===== config.mk =====
export PLATFORM = sky130hd
export DESIGN_NAME = branch_resolver_flat
export DESIGN_NICKNAME = d
export VERILOG_FILES = /design/src/rtl/branch_resolver_if.sv /design/src/rtl/branch_resolver.sv /design/src/flat_wrapper.sv
export SDC_FILE = /design/constraint.sdc
export NUM_CORES = 1
export LEC_CHECK = 0
export BUFFER_PORTS_ARGS = -buffer_cell sky130_fd_sc_hd__buf_2
export CAP_MARGIN = 40
export CORE_ASPECT_RATIO = 0.6
export CORE_MARGIN = 1.5
export CORE_UTILIZATION = 24
export CTS_CLUSTER_SIZE = 40
export DETAILED_ROUTE_END_ITERATION = 10
export PLACE_DENSITY = 0.46
export SYNTH_ARGS = -nofsm -noshare
export SYNTH_HDL_FRONTEND = slang
export SYNTH_SLANG_ARGS = --single-unit

===== constraint.sdc =====
create_clock -name clk -period 6.33 [get_ports clk]
set_input_delay 0.3165 -clock clk [delete_from_list [all_inputs] [get_ports clk]]
set_output_delay 0.3165 -clock clk [all_outputs]
set_load 0.005 [all_outputs]

===== src/rtl/branch_resolver_if.sv =====
// Execute-stage bundle between the upstream pipeline/fetch (master) and the branch resolver (slave).
// Carries the instruction/flag inputs, the redirect handshake, link writeback and status outputs.
interface branch_resolver_if #(
  parameter int CNT_W = 16
);
  logic             in_valid;
  logic             in_ready;
  logic             is_branch;
  logic             is_jal;
  logic             is_jalr;
  logic             is_compressed;
  logic [2:0]       funct3;
  logic             flag_z;
  logic             flag_s;
  logic             flag_c;
  logic             flag_v;
  logic [31:0]      pc;
  logic [31:0]      imm;
  logic [31:0]      alu_result;
  logic             redir_valid;
  logic             redir_ready;
  logic [31:0]      redir_pc;
  logic             link_valid;
  logic [31:0]      link_data;
  logic             flush;
  logic             illegal;
  logic [CNT_W-1:0] taken_cnt;

  modport master (
    output in_valid, is_branch, is_jal, is_jalr, is_compressed, funct3,
           flag_z, flag_s, flag_c, flag_v, pc, imm, alu_result, redir_ready,
    input  in_ready, redir_valid, redir_pc, link_valid, link_data, flush,
           illegal, taken_cnt
  );

  modport slave (
    input  in_valid, is_branch, is_jal, is_jalr, is_compressed, funct3,
           flag_z, flag_s, flag_c, flag_v, pc, imm, alu_result, redir_ready,
    output in_ready, redir_valid, redir_pc, link_valid, link_data, flush,
           illegal, taken_cnt
  );
endinterface


===== src/rtl/branch_resolver.sv =====
// Execute-stage branch resolver: evaluates ALU flags for control transfers, issues a PC
// redirect to fetch, produces the link value and holds flush for FLUSH_CYCLES afterwards.
module branch_resolver #(
  parameter int FLUSH_CYCLES = 2,
  parameter int CNT_W        = 16
) (
  input  logic           clk,
  input  logic           rst,
  branch_resolver_if.slave rsv
);

  typedef enum logic [1:0] {IDLE, REDIRECT, FLUSH} state_t;

  // Counter only needs to hold FLUSH_CYCLES-1; keep at least one bit so FLUSH_CYCLES=0 still elaborates.
  localparam int               FC_W       = (FLUSH_CYCLES > 1) ? $clog2(FLUSH_CYCLES) : 1;
  localparam logic [FC_W-1:0]  FLUSH_LAST = FC_W'((FLUSH_CYCLES > 0) ? FLUSH_CYCLES - 1 : 0);

  state_t           state;
  logic [FC_W-1:0]  flush_left;
  logic [CNT_W-1:0] cnt_q;

  logic        accept;
  logic        cond;
  logic        bad_f3;
  logic        taken;
  logic        is_link;
  logic        illegal_d;
  logic [31:0] target;
  logic [31:0] link_val;

  assign rsv.in_ready  = (state == IDLE);
  assign rsv.taken_cnt = cnt_q;
  assign accept        = rsv.in_valid & rsv.in_ready;

  // NOTE: every always_comb output gets a default first so no path leaves it unassigned (no latch).
  always_comb begin
    cond      = 1'b0;
    bad_f3    = 1'b0;
    taken     = 1'b0;
    is_link   = 1'b0;
    illegal_d = 1'b0;
    target    = rsv.pc + rsv.imm;
    link_val  = rsv.pc + (rsv.is_compressed ? 32'd2 : 32'd4);

    case (rsv.funct3)
      3'b000:         cond = rsv.flag_z;
      3'b001:         cond = ~rsv.flag_z;
      3'b100:         cond = rsv.flag_s ^ rsv.flag_v;
      3'b101:         cond = ~(rsv.flag_s ^ rsv.flag_v);
      3'b110:         cond = ~rsv.flag_c;
      3'b111:         cond = rsv.flag_c;
      default:        bad_f3 = 1'b1;
    endcase

    if (rsv.is_jalr) begin
      taken   = 1'b1;
      is_link = 1'b1;
      target  = {rsv.alu_result[31:1], 1'b0};
    end else if (rsv.is_jal) begin
      taken   = 1'b1;
      is_link = 1'b1;
    end else if (rsv.is_branch) begin
      taken     = cond;
      illegal_d = bad_f3;
    end
  end

  // NOTE: sequential state uses non-blocking assignments so every register sees pre-edge values.
  always_ff @(posedge clk or posedge rst) begin
    if (rst) begin
      state           <= IDLE;
      flush_left      <= '0;
      cnt_q           <= '0;
      rsv.redir_valid <= 1'b0;
      rsv.redir_pc    <= '0;
      rsv.link_valid  <= 1'b0;
      rsv.link_data   <= '0;
      rsv.flush       <= 1'b0;
      rsv.illegal     <= 1'b0;
    end else begin
      rsv.link_valid <= 1'b0;
      rsv.illegal    <= 1'b0;

      case (state)
        IDLE: begin
          if (accept) begin
            rsv.illegal <= illegal_d;
            if (is_link) begin
              rsv.link_valid <= 1'b1;
              rsv.link_data  <= link_val;
            end
            if (taken) begin
              state           <= REDIRECT;
              rsv.redir_valid <= 1'b1;
              rsv.redir_pc    <= target;
            end
          end
        end

        REDIRECT: begin
          if (rsv.redir_ready) begin
            rsv.redir_valid <= 1'b0;
            cnt_q           <= cnt_q + CNT_W'(1);
            if (FLUSH_CYCLES > 0) begin
              state      <= FLUSH;
              rsv.flush  <= 1'b1;
              flush_left <= FLUSH_LAST;
            end else begin
              state <= IDLE;
            end
          end
        end

        FLUSH: begin
          if (flush_left == '0) begin
            rsv.flush <= 1'b0;
            state     <= IDLE;
          end else begin
            flush_left <= flush_left - FC_W'(1);
          end
        end

        default: state <= IDLE;
      endcase
    end
  end

endmodule


===== src/flat_wrapper.sv =====
// flat-port wrapper written by rule: the top's interface ports become plain ports
module branch_resolver_flat 
#(
  parameter int FLUSH_CYCLES = 2,
  parameter int CNT_W        = 16
)
  (clk, rst, rsv_in_valid, rsv_is_branch, rsv_is_jal, rsv_is_jalr, rsv_is_compressed, rsv_funct3, rsv_flag_z, rsv_flag_s, rsv_flag_c, rsv_flag_v, rsv_pc, rsv_imm, rsv_alu_result, rsv_redir_ready, rsv_in_ready, rsv_redir_valid, rsv_redir_pc, rsv_link_valid, rsv_link_data, rsv_flush, rsv_illegal, rsv_taken_cnt);
  branch_resolver_if #(.CNT_W(CNT_W)) rsv_i ();
  input  logic clk;
  input  logic rst;
  input wire logic [$bits(rsv_i.in_valid)-1:0] rsv_in_valid;
  input wire logic [$bits(rsv_i.is_branch)-1:0] rsv_is_branch;
  input wire logic [$bits(rsv_i.is_jal)-1:0] rsv_is_jal;
  input wire logic [$bits(rsv_i.is_jalr)-1:0] rsv_is_jalr;
  input wire logic [$bits(rsv_i.is_compressed)-1:0] rsv_is_compressed;
  input wire logic [$bits(rsv_i.funct3)-1:0] rsv_funct3;
  input wire logic [$bits(rsv_i.flag_z)-1:0] rsv_flag_z;
  input wire logic [$bits(rsv_i.flag_s)-1:0] rsv_flag_s;
  input wire logic [$bits(rsv_i.flag_c)-1:0] rsv_flag_c;
  input wire logic [$bits(rsv_i.flag_v)-1:0] rsv_flag_v;
  input wire logic [$bits(rsv_i.pc)-1:0] rsv_pc;
  input wire logic [$bits(rsv_i.imm)-1:0] rsv_imm;
  input wire logic [$bits(rsv_i.alu_result)-1:0] rsv_alu_result;
  input wire logic [$bits(rsv_i.redir_ready)-1:0] rsv_redir_ready;
  output wire logic [$bits(rsv_i.in_ready)-1:0] rsv_in_ready;
  output wire logic [$bits(rsv_i.redir_valid)-1:0] rsv_redir_valid;
  output wire logic [$bits(rsv_i.redir_pc)-1:0] rsv_redir_pc;
  output wire logic [$bits(rsv_i.link_valid)-1:0] rsv_link_valid;
  output wire logic [$bits(rsv_i.link_data)-1:0] rsv_link_data;
  output wire logic [$bits(rsv_i.flush)-1:0] rsv_flush;
  output wire logic [$bits(rsv_i.illegal)-1:0] rsv_illegal;
  output wire logic [$bits(rsv_i.taken_cnt)-1:0] rsv_taken_cnt;
  assign rsv_i.in_valid = rsv_in_valid;
  assign rsv_i.is_branch = rsv_is_branch;
  assign rsv_i.is_jal = rsv_is_jal;
  assign rsv_i.is_jalr = rsv_is_jalr;
  assign rsv_i.is_compressed = rsv_is_compressed;
  assign rsv_i.funct3 = rsv_funct3;
  assign rsv_i.flag_z = rsv_flag_z;
  assign rsv_i.flag_s = rsv_flag_s;
  assign rsv_i.flag_c = rsv_flag_c;
  assign rsv_i.flag_v = rsv_flag_v;
  assign rsv_i.pc = rsv_pc;
  assign rsv_i.imm = rsv_imm;
  assign rsv_i.alu_result = rsv_alu_result;
  assign rsv_i.redir_ready = rsv_redir_ready;
  assign rsv_in_ready = rsv_i.in_ready;
  assign rsv_redir_valid = rsv_i.redir_valid;
  assign rsv_redir_pc = rsv_i.redir_pc;
  assign rsv_link_valid = rsv_i.link_valid;
  assign rsv_link_data = rsv_i.link_data;
  assign rsv_flush = rsv_i.flush;
  assign rsv_illegal = rsv_i.illegal;
  assign rsv_taken_cnt = rsv_i.taken_cnt;
  branch_resolver #(.FLUSH_CYCLES(FLUSH_CYCLES), .CNT_W(CNT_W)) u_core (.clk(clk), .rst(rst), .rsv(rsv_i));
endmodule

==> metrics.cfg <==
[outcome]
status=finished clean

[drt]
viasPerCell=4.57
routed_wl_um=19600
post_drt_wl_per_cell_um=16.8
drt_iter0_drc=272
ant_nets=0
drc=0
vias=5321
dr.pass1.iters=4

[floorplan]
die_area_sq_um=24900
io_pins=196
die_h_um=123
row_count=43
start_util=0.247
core_sq_um=23300
die_w_um=203

[synthesis]
yosysWarnings=0
yosysSeqAreaShare=0.379
synth_cells=650
synthDistinctLibCells=61
syn_area_per_cell_sq_um=8.84
synthArstFlopShare=1.00
yosys_register_bits=87
synth_nets=797
netlist_area_sq_um=5750
synth_edf_count=0
synthFlopType=dfrtp_1

[critical_path]
cp_top_family=buffers and inverters
cp_num_buf_inv=2
path_common_cell=buf_4
endpoint_kind=flop
crit_type=flop to flop
critPathMaxStageDelay_ps=550
worstPathMaxFanout=64
worstPathCellList=nor2_1, nand2_1, nor2_4, buf_4, a21o_2, buf_4, nand3b_1, mux2i_1, a311oi_1
reg2reg_slack_ps=3450
r2r-end=u_core.rsv.redir_pc[28]
worstPathRequired_ps=6540
worst_setup_path_start_kind=flop
cp_slowest_cell=a21o_2
rr_worst_depth=9
crit_cells=9
reg2reg_from=u_core.state[0]
crit_arrival_ps=3100

[cts]
cts_buffers=9
cts_tree=built
clkSinkCount=87
clkTransAtPathRegs_ps=80
cts_resized=0
insertion_delay_ps=360
cts_root_buf=clkbuf_16
post_cts_buffers=0
clk_path_buf_depth=2
htreeDepth=3

[grt]
gr-total-overflow=0
grt_pass1_vias=5062
antenna_found_initial=5
grt_first_pass_wirelength_um=30200
grt_use_total=0.161
grt_max_degree=65

[pwr]
ir_drop_v=0.000135
power_density_nw_per_um2=329
p_leak_nw=3.44

[sta]
period_share=0.456
relSlewSlack=0.521
rsz0062_at_grt=no
clock_skew_ps=5.70
slew_violations=0
period_needed_ps=2880
fmax_mhz=347
tightest_slew_ps=718
final-setup-viol-count=0
final_hold_viol_count=0
whs_ps=153
tns_ps=0

[hold_path]
min_path_cells=2
hold_start=rsv_redir_ready
hold_path_end=u_core.state[0]
min_path_type=primary input to flop

[place]
gp_congestion=0.826
io_buffers=194
hpwl_um=15500

[finish]
drive_gt1_frac=0.286
syn2layout_area_growth_pct=29.0
nNetsFinal=988

[run]
maxCapViolations=0

## flip-flops by register name, summed over array words and instances, names as in the netlist
name,flops
u_core.rsv.link_data,32
u_core.rsv.redir_pc,32
u_core.rsv.taken_cnt,16
u_core.state,2
u_core.flush_left,1
u_core.rsv.flush,1
u_core.rsv.illegal,1
u_core.rsv.link_valid,1
u_core.rsv.redir_valid,1
## synth_stat cells (3+ instances only)
library cell,n,share of area
a21o_1,13,0.017
a21oi_1,90,0.078
a21oi_2,5,0.0076
a31oi_1,3,0.0033
and2_1,3,0.0033
and3_1,18,0.020
buf_2,4,0.0035
clkbuf_1,15,0.0098
dfrtp_1,87,0.38
ha_1,34,0.074
inv_1,17,0.011
mux2_2,4,0.0078
mux2i_1,8,0.014
nand2_1,54,0.035
nand3_1,26,0.023
nand3b_1,3,0.0039
nand4_1,6,0.0065
nor2_1,88,0.057
nor2b_1,6,0.0065
nor3_1,8,0.0070
o211ai_1,4,0.0052
o21a_1,4,0.0052
o21ai_0,19,0.017
o21ai_1,11,0.0096
o21bai_1,3,0.0039
or3_1,3,0.0033
xnor2_1,43,0.066
xor2_1,31,0.047
## routing by layer
metal	part of all wire	vias up	wire [um]	track usage
met5	0.0013	-	25	0
met3	0.069	14	1360	0.0536
met1	0.58	2452	11400	0.261
met2	0.34	155	6680	0.193
met4	0.0071	4	140	0.0319
li1	-	2696	-	-
## how the worst max path moves through the flow
stage          slack [ps]       startpoint                      end
2_1_floorplan        3710       rsv_imm[0]  u_core.rsv.redir_pc[24]
3_3_place_gp         3010      rsv_is_jalr  u_core.rsv.redir_pc[28]
3_5_place_dp         2980      rsv_is_jalr  u_core.rsv.redir_pc[28]
4_1_cts              3360      rsv_is_jalr  u_core.rsv.redir_pc[28]
5_1_grt              3140      rsv_is_jalr  u_core.rsv.redir_pc[28]
6_report             3450  u_core.state[0]  u_core.rsv.redir_pc[28]
## where the power goes
part | switching (W) | internal (W) | leakage [nW]
clock network | 0.000262 | 0.000284 | 0.145
logic | 0.000547 | 0.000426 | 2.27
registers | 0.000135 | 0.000789 | 1.03
total | 0.000944 | 0.00150 | 3.44
## metrics by stage
| stage | area, sq um | util | instances | setup slack [ps] | power (W) |
|---|---|---|---|---|---|
| floorplan | 5750 | - | 650 | 3710 | 0.00146 |
| global placement | 7080 | 0.304 | 1143 | 3010 | 0.00191 |
| detailed placement | 7100 | 0.305 | 1144 | 2980 | 0.00192 |
| CTS | 7400 | 0.318 | 1161 | 3360 | 0.00249 |
| global route | 7410 | 0.318 | 1163 | 3140 | 0.00266 |
| finish | 7410 | 0.318 | 1165 | 3450 | 0.00244 |
## layout make-up
class	instances	area, sq um
fillers	2524	15900
multi-input cells	525	3430
flip-flops and latches	87	2180
repair buffers	201	1050
well taps	315	394
clock buffers	10	239
inverters	17	66.3
clock inverters	6	51.3
diodes	4	10.0
## cells by family (layout without fill, tap and decap cells)
family | after synthesis | count (layout) | synth area share
AO/OA/AOI/OAI | 177 | 177 | 0.199
flip-flops | 87 | 87 | 0.379
multiplexers | 12 | 12 | 0.0218
buffers and inverters | 38 | 234 | 0.0257
AND/OR/NAND/NOR | 226 | 226 | 0.181
adder cells (fa/ha/maj) | 36 | 36 | 0.0810
other | 0 | 4 | 0
XOR/XNOR | 74 | 74 | 0.113
## cells in the final DEF, fill, tap and decap left out, drive strengths merged, types with 8 or more instances in the layout
cell / count
buf: 200
ha: 34
xnor2: 43
nor3: 9
nand2: 55
dfrtp: 87
mux2i: 8
a21oi: 95
a21o: 13
xor2: 31
nor2: 88
and3: 18
inv: 20
clkbuf: 10
o21ai: 32
nand3: 26
## timing repair
action | in CTS | in global routing
setup endpoints to repair | 0 | 0
endpoints found under the hold margin | 21 | 0
hold buffers | 1 | 0
No activity file was read; power rests on OpenSTA's default activity.
